==> config.mk <==
export PLATFORM = sky130hd
export DESIGN_NAME = clock_timekeeper
export DESIGN_NICKNAME = d
export VERILOG_FILES = /design/src/rtl/clock_timekeeper.sv
export SDC_FILE = /design/constraint.sdc
export NUM_CORES = 1
export LEC_CHECK = 0
export BUFFER_PORTS_ARGS = -buffer_cell sky130_fd_sc_hd__buf_2
export CORE_MARGIN = 2
export CORE_UTILIZATION = 55
export CTS_BUF_LIST = sky130_fd_sc_hd__clkbuf_4
export DETAILED_ROUTE_END_ITERATION = 10
export MAX_ROUTING_LAYER = met4
export PLACE_DENSITY = 0.79
export SLEW_MARGIN = 0
export SYNTH_ARGS = -nofsm -noshare
export SYNTH_HDL_FRONTEND = slang
export SYNTH_SLANG_ARGS = --single-unit
==> constraint.sdc <==
create_clock -name m_clk -period 3.1 [get_ports m_clk]
set_input_delay 0.31 -clock m_clk [delete_from_list [all_inputs] [get_ports m_clk]]
set_output_delay 0.31 -clock m_clk [all_outputs]
set_load 0.01 [all_outputs]
==> src/rtl/clock_timekeeper.sv <==
// Time-of-day counter with editable time and alarm fields and a tick-counted alarm ring.
// All outputs come straight from registers; reset is synchronous and active-high.
module clock_timekeeper #(
    parameter int unsigned RING_LEN = 30
) (
    input  logic       m_clk,
    input  logic       m_reset,
    input  logic       tick,
    input  logic       m_load,
    input  logic       m_alarm,
    input  logic       inc_sec,
    input  logic       inc_min,
    input  logic       inc_hour,
    input  logic       alarm_en,
    output logic [5:0] sec,
    output logic [5:0] min,
    output logic [4:0] hour,
    output logic [5:0] al_sec,
    output logic [5:0] al_min,
    output logic [4:0] al_hour,
    output logic       ring
);

    localparam int unsigned CntW = (RING_LEN < 1) ? 1 : $clog2(RING_LEN + 1);

    logic [5:0]      r_sec, r_min, r_al_sec, r_al_min;
    logic [4:0]      r_hour, r_al_hour;
    logic            r_ring;
    logic [CntW-1:0] r_cnt;

    logic [5:0]      w_sec_d, w_min_d, w_al_sec_d, w_al_min_d;
    logic [4:0]      w_hour_d, w_al_hour_d;
    logic            w_ring_d;
    logic [CntW-1:0] w_cnt_d;

    logic            w_load_mode, w_aset_mode, w_advance, w_any_inc, w_match;
    logic [5:0]      w_adv_sec, w_adv_min;
    logic [4:0]      w_adv_hour;

    function automatic logic [5:0] inc60(input logic [5:0] v);
        return (v >= 6'd59) ? 6'd0 : v + 6'd1;
    endfunction

    function automatic logic [4:0] inc24(input logic [4:0] v);
        return (v >= 5'd23) ? 5'd0 : v + 5'd1;
    endfunction

    always_comb begin
        // Both mode bits high is decoded as plain clock mode.
        w_load_mode = m_load & ~m_alarm;
        w_aset_mode = m_alarm & ~m_load;
        w_advance   = tick & ~w_load_mode;
        w_any_inc   = inc_sec | inc_min | inc_hour;

        w_adv_sec  = inc60(r_sec);
        w_adv_min  = (r_sec == 6'd59) ? inc60(r_min) : r_min;
        w_adv_hour = ((r_sec == 6'd59) && (r_min == 6'd59)) ? inc24(r_hour) : r_hour;

        w_sec_d     = r_sec;
        w_min_d     = r_min;
        w_hour_d    = r_hour;
        w_al_sec_d  = r_al_sec;
        w_al_min_d  = r_al_min;
        w_al_hour_d = r_al_hour;
        w_ring_d    = r_ring;
        w_cnt_d     = r_cnt;

        if (w_load_mode) begin
            if (inc_sec)  w_sec_d  = inc60(r_sec);
            if (inc_min)  w_min_d  = inc60(r_min);
            if (inc_hour) w_hour_d = inc24(r_hour);
        end else if (w_advance) begin
            w_sec_d  = w_adv_sec;
            w_min_d  = w_adv_min;
            w_hour_d = w_adv_hour;
        end

        if (w_aset_mode) begin
            if (inc_sec)  w_al_sec_d  = inc60(r_al_sec);
            if (inc_min)  w_al_min_d  = inc60(r_al_min);
            if (inc_hour) w_al_hour_d = inc24(r_al_hour);
        end

        // Only a time-advancing tick can match; field edits never do.
        w_match = w_advance & alarm_en &
                  ({w_adv_hour, w_adv_min, w_adv_sec} == {r_al_hour, r_al_min, r_al_sec});

        if (w_any_inc || !alarm_en) begin
            w_ring_d = 1'b0;
            w_cnt_d  = '0;
        end else if (w_match) begin
            w_ring_d = 1'b1;
            w_cnt_d  = CntW'(RING_LEN);
        end else if (r_ring && tick) begin
            if (r_cnt <= CntW'(1)) begin
                w_ring_d = 1'b0;
                w_cnt_d  = '0;
            end else begin
                w_cnt_d = r_cnt - CntW'(1);
            end
        end
    end

    always_ff @(posedge m_clk) begin
        if (m_reset) begin
            r_sec     <= '0;
            r_min     <= '0;
            r_hour    <= '0;
            r_al_sec  <= '0;
            r_al_min  <= '0;
            r_al_hour <= '0;
            r_ring    <= 1'b0;
            r_cnt     <= '0;
        end else begin
            r_sec     <= w_sec_d;
            r_min     <= w_min_d;
            r_hour    <= w_hour_d;
            r_al_sec  <= w_al_sec_d;
            r_al_min  <= w_al_min_d;
            r_al_hour <= w_al_hour_d;
            r_ring    <= w_ring_d;
            r_cnt     <= w_cnt_d;
        end
    end

    assign sec     = r_sec;
    assign min     = r_min;
    assign hour    = r_hour;
    assign al_sec  = r_al_sec;
    assign al_min  = r_al_min;
    assign al_hour = r_al_hour;
    assign ring    = r_ring;

endmodule

==> run summary <==
The post-route worst hold slack is around 0.29 ns. The reg2reg setup slack came out at 0.20 ns. The total die area is 0.005606 mm2. The clock-pin slew reported for the worst setup and hold paths after clock tree synthesis came out at 0.11 ns. The worst setup path is launched from a flip-flop. The number of H-tree levels came out at 2. The min-delay analysis places its worst path in the category in2reg.

The required time of the critical path is between 3 and 4 ns. The number of top-level pins came out at 44. The net count of the mapped netlist came out at around 370.

The total power density per cell area is 291.4 mW/mm2. The flow ran to the end, and the final reports show no timing, DRC or antenna violations. The share of total power dissipated in sequential elements is 60.9%.

After detailed routing, the met3 layer carries 319 um of wire. The root buffer cell chosen for the clock tree is clkbuf_4. The number of sinks on the clock net came out at 40.

The max-capacitance violation count came out at 0. The diode insertion count for antenna repair came out at 0. The amount of wire on met2 after detailed routing is just over 3000 um. The post-synthesis instance total came out at ~350. The beginning of the worst hold path is tick. The most critical setup path has its startpoint at sec[0]$_SDFFE_PP0P_. From bottom edge to top edge, the die measures between 70 and 80 um. Buffers placed on the I/O ports in this run total 43. For this run, the register share of the synthesized area comes to 28.99%. Counting flops with a built-in enable in the synthesized netlist gives 0. The number of gates resized after cts came out at 0. The iteration-0 DRC count of the detailed router came out at about 260. The per-cell routed wire length came out at about 15 um. The area of the core region came out at 0.004786 mm2. The routed metal-1 wirelength is around 3200 um. At the end of the flow, the number of nets in the layout was roughly 400. The max-slew violation total from the final report is 0.

The per-instance average area after synthesis is 7.871 um2. The detailed router used layers up to and including met4. The area overhead of the layout relative to synthesis came out at 9.964%. The final number of hold-violating endpoints came out at 0. For this run, the detailed router's first-pass iteration total came to 5. The highest attainable clock frequency is 344.2 MHz. The initial antenna violation count is 0. The path with the worst hold slack has its endpoint at ring$_SDFFE_PP0P_. The reported net switching power came out at 237.6 uW. The analysis attributes to cell leakage a power of about 0.0012 uW.

The data arrival time of the critical path is around 3.1 ns. For this run, the total global-route usage over all layers was measured as 24.80%. The clock share of power came out at 26.6%. Cell internal power was estimated by the tool at roughly 650 uW. The clock period minus final worst setup slack came out at about 2.9 ns. After synthesis, the netlist uses 63 different library cells. The detailed-route via count came out at roughly 2.8k. The number of register bits inferred by synthesis is 40. Among all flip-flop cells after synthesis, the most frequent one is dfxtp_1.

The sum of negative setup slack came out at 0 ns. The total number of yosys warnings came out at 0. The number of DRC violations after detailed routing came out at 0. The number of global-route vias before repair came to 2271. The switching part of the total power is between 20% and 30%. The worst setup skew after layout came out at 0.01408 ns. The post-synthesis cell area is between 0.002 and 0.003 mm2.

In the final layout, the share of cells above drive strength 1 is around 17%. The maximum clock path buffer count came out at 2. The total CTS buffers came out at 5. Wires add up to 6702 um.

Measured against its own limit, the worst slew margin works out to about 54%. The first global-routing pass estimated approximately 11000 um of wire. The final setup violation count is 0. Setup repair after global routing left no endpoint under its margin. After filler insertion, the fill cell instance count of the layout stands at ~440. The maximum vdd drop is ~0.24 mV. STA classifies the critical path endpoint as a flip-flop. The async set or reset register ratio after synthesis is 0%. In this run the critical register-to-register path is launched from sec[0]$_SDFFE_PP0P_. The chip width came out at between 70 and 80 um. By startpoint and endpoint, the worst setup path is classified as reg2reg. The overall power after layout is 885.3 uW. In the routed layout, each cell is associated on average with a via count of between 6 and 7. The slew at the pin closest to its max-slew limit came out at roughly 0.69 ns. The worst reg-to-reg path cell count is 8. The share of total power dissipated in combinational logic is roughly an eighth. The global route total overflow is 0. The last weighted congestion value of the routability-driven placer is 0.9064. The count of standard-cell rows is 25. Along the worst hold path, the cell count comes to 4. The final critical path takes up a little over nine tenths of the cycle. The TritonCTS clock tree is done. For the worst-skew pair, the clock arrives at the later sink with an insertion delay of 0.35 ns.

Buffers inserted to repair hold after CTS numbered 0. The number of nets with antenna violations after routing is 0. In this run the worst path has a maximum fanout of 8.

Detailed placement ended at an HPWL of 4904 um. The maximum number of pins on one net before global-route repair came out at 24. The number of setup buffers added after CTS came out at 0. The effective utilization at floorplan is between 50 and 60%. In this run the critical register-to-register path is captured at r_cnt[0]$_SDFFE_PP0P_.
registers in the layout, indices dropped and copies added, names as in the netlist:
signal / count
hour: 5
ring: 1
al_sec: 6
r_cnt: 5
al_hour: 5
min: 6
al_min: 6
sec: 6
area by class of cell:
type                            instances  area, um2  share of cell area, %
Timing Repair Buffer                   47      245.2                  8.072
Sequential cell                        40      800.8                  26.36
Tap cell                               67      83.83                  2.759
Clock buffer                            5      37.54                  1.236
Multi-Input combinational cell        286       1859                  61.20
Inverter                                3      11.26                 0.3707
critical path, cell delays in order, from the launching register on:
cell	delay (ns)
dfxtp_1	0.45
ha_1	0.32
nand2b_1	0.21
or4_1	0.72
o22ai_1	0.23
nand4_1	0.16
a2111oi_4	0.34
nand4_4	0.18
nor3b_1	0.18
cells in the mapped netlist, types with 2 or more instances:
cell type / count / area share, %
a211oi_1: 3 / 0.82
a21boi_0: 2 / 0.54
a21o_1: 6 / 1.6
a21oi_1: 37 / 6.7
a22oi_1: 4 / 1.1
a31oi_1: 7 / 1.6
a32oi_1: 2 / 0.63
and2_0: 2 / 0.45
and2_1: 2 / 0.45
and3_1: 7 / 1.6
and4_1: 3 / 0.95
and4b_1: 2 / 0.72
buf_2: 4 / 0.72
clkbuf_1: 17 / 2.3
dfxtp_1: 40 / 29
ha_1: 9 / 4.1
inv_1: 3 / 0.41
mux2i_1: 6 / 2.2
nand2_1: 25 / 3.4
nand2b_1: 6 / 1.4
nand3_1: 9 / 1.6
nand4_1: 4 / 0.91
nand4b_1: 2 / 0.63
nor2_1: 40 / 5.4
nor2b_1: 10 / 2.3
nor3_1: 8 / 1.4
nor3b_1: 2 / 0.54
nor4_1: 6 / 1.4
nor4b_1: 4 / 1.3
o2111ai_1: 3 / 0.95
o211ai_1: 3 / 0.82
o21ai_0: 15 / 2.7
o21bai_1: 3 / 0.82
o22ai_1: 2 / 0.45
or3_1: 5 / 1.1
or4_1: 2 / 0.54
xnor2_1: 12 / 3.8
xor2_1: 9 / 2.9
layer usage:
layer / vias up / global-route usage [%]
li1: 1368 / -
met1: 1301 / 33.36
met2: 81 / 38.60
met3: 13 / 3.614
met4: 0 / 7.540
met5: - / -
worst max path at each step:
| stage | end | slack [ns] | depth (start not counted) |
|---|---|---|---|
| after CTS | r_cnt[0]$_SDFFE_PP0P_ | 0.23 | 8 |
| after global routing | r_cnt[0]$_SDFFE_PP0P_ | 0.10 | 8 |
| final | r_cnt[0]$_SDFFE_PP0P_ | 0.20 | 8 |
| after floorplan | r_cnt[0]$_SDFFE_PP0P_ | 0.57 | 9 |
| after detailed placement | r_cnt[0]$_SDFFE_PP0P_ | 0.27 | 8 |
| after global placement | r_cnt[0]$_SDFFE_PP0P_ | 0.38 | 8 |
power groups by stage:
stage / Clock, uW / Sequential [uW] / Combinational [uW]
final: 235 / 539 / 111
after global routing: 259 / 542 / 121
after CTS: 243 / 539 / 110
after detailed placement: 0 / 551 / 110
after global placement: 0 / 550 / 109
after floorplan: 0 / 547 / 79.8
cell families after synthesis:
logic type	after synthesis	synth area share (%)
xor gates and xnor gates	21	6.658
adders and majority gates	9	4.076
and+or+nand+nor	146	29.17
muxes	7	2.582
buffers and inverters	25	3.714
DFF	40	28.99
AOI/OAI and AO/OA	103	24.82
through the flow:
stage,cells,setup slack (ns),area [um2],utilization (%)
after floorplan,351,0.5660,2763,-
after global placement,443,0.3753,3000,62.69
after detailed placement,443,0.2697,3000,62.69
after CTS,448,0.2289,3038,63.48
after global routing,448,0.1049,3038,63.48
final,448,0.1951,3038,63.48
placed cells by master, fill, tap and decap left out, drive strengths merged, types with 7 or more instances in the layout:
cell type,instances
nor2,40
xor2,9
dfxtp,40
buf,47
nor4,7
a31oi,7
o21ai,15
nand2,25
nor3,8
and3,7
xnor2,12
nor2b,10
a21oi,37
ha,9
nand3,11
Power figures use the tool's default switching activity.
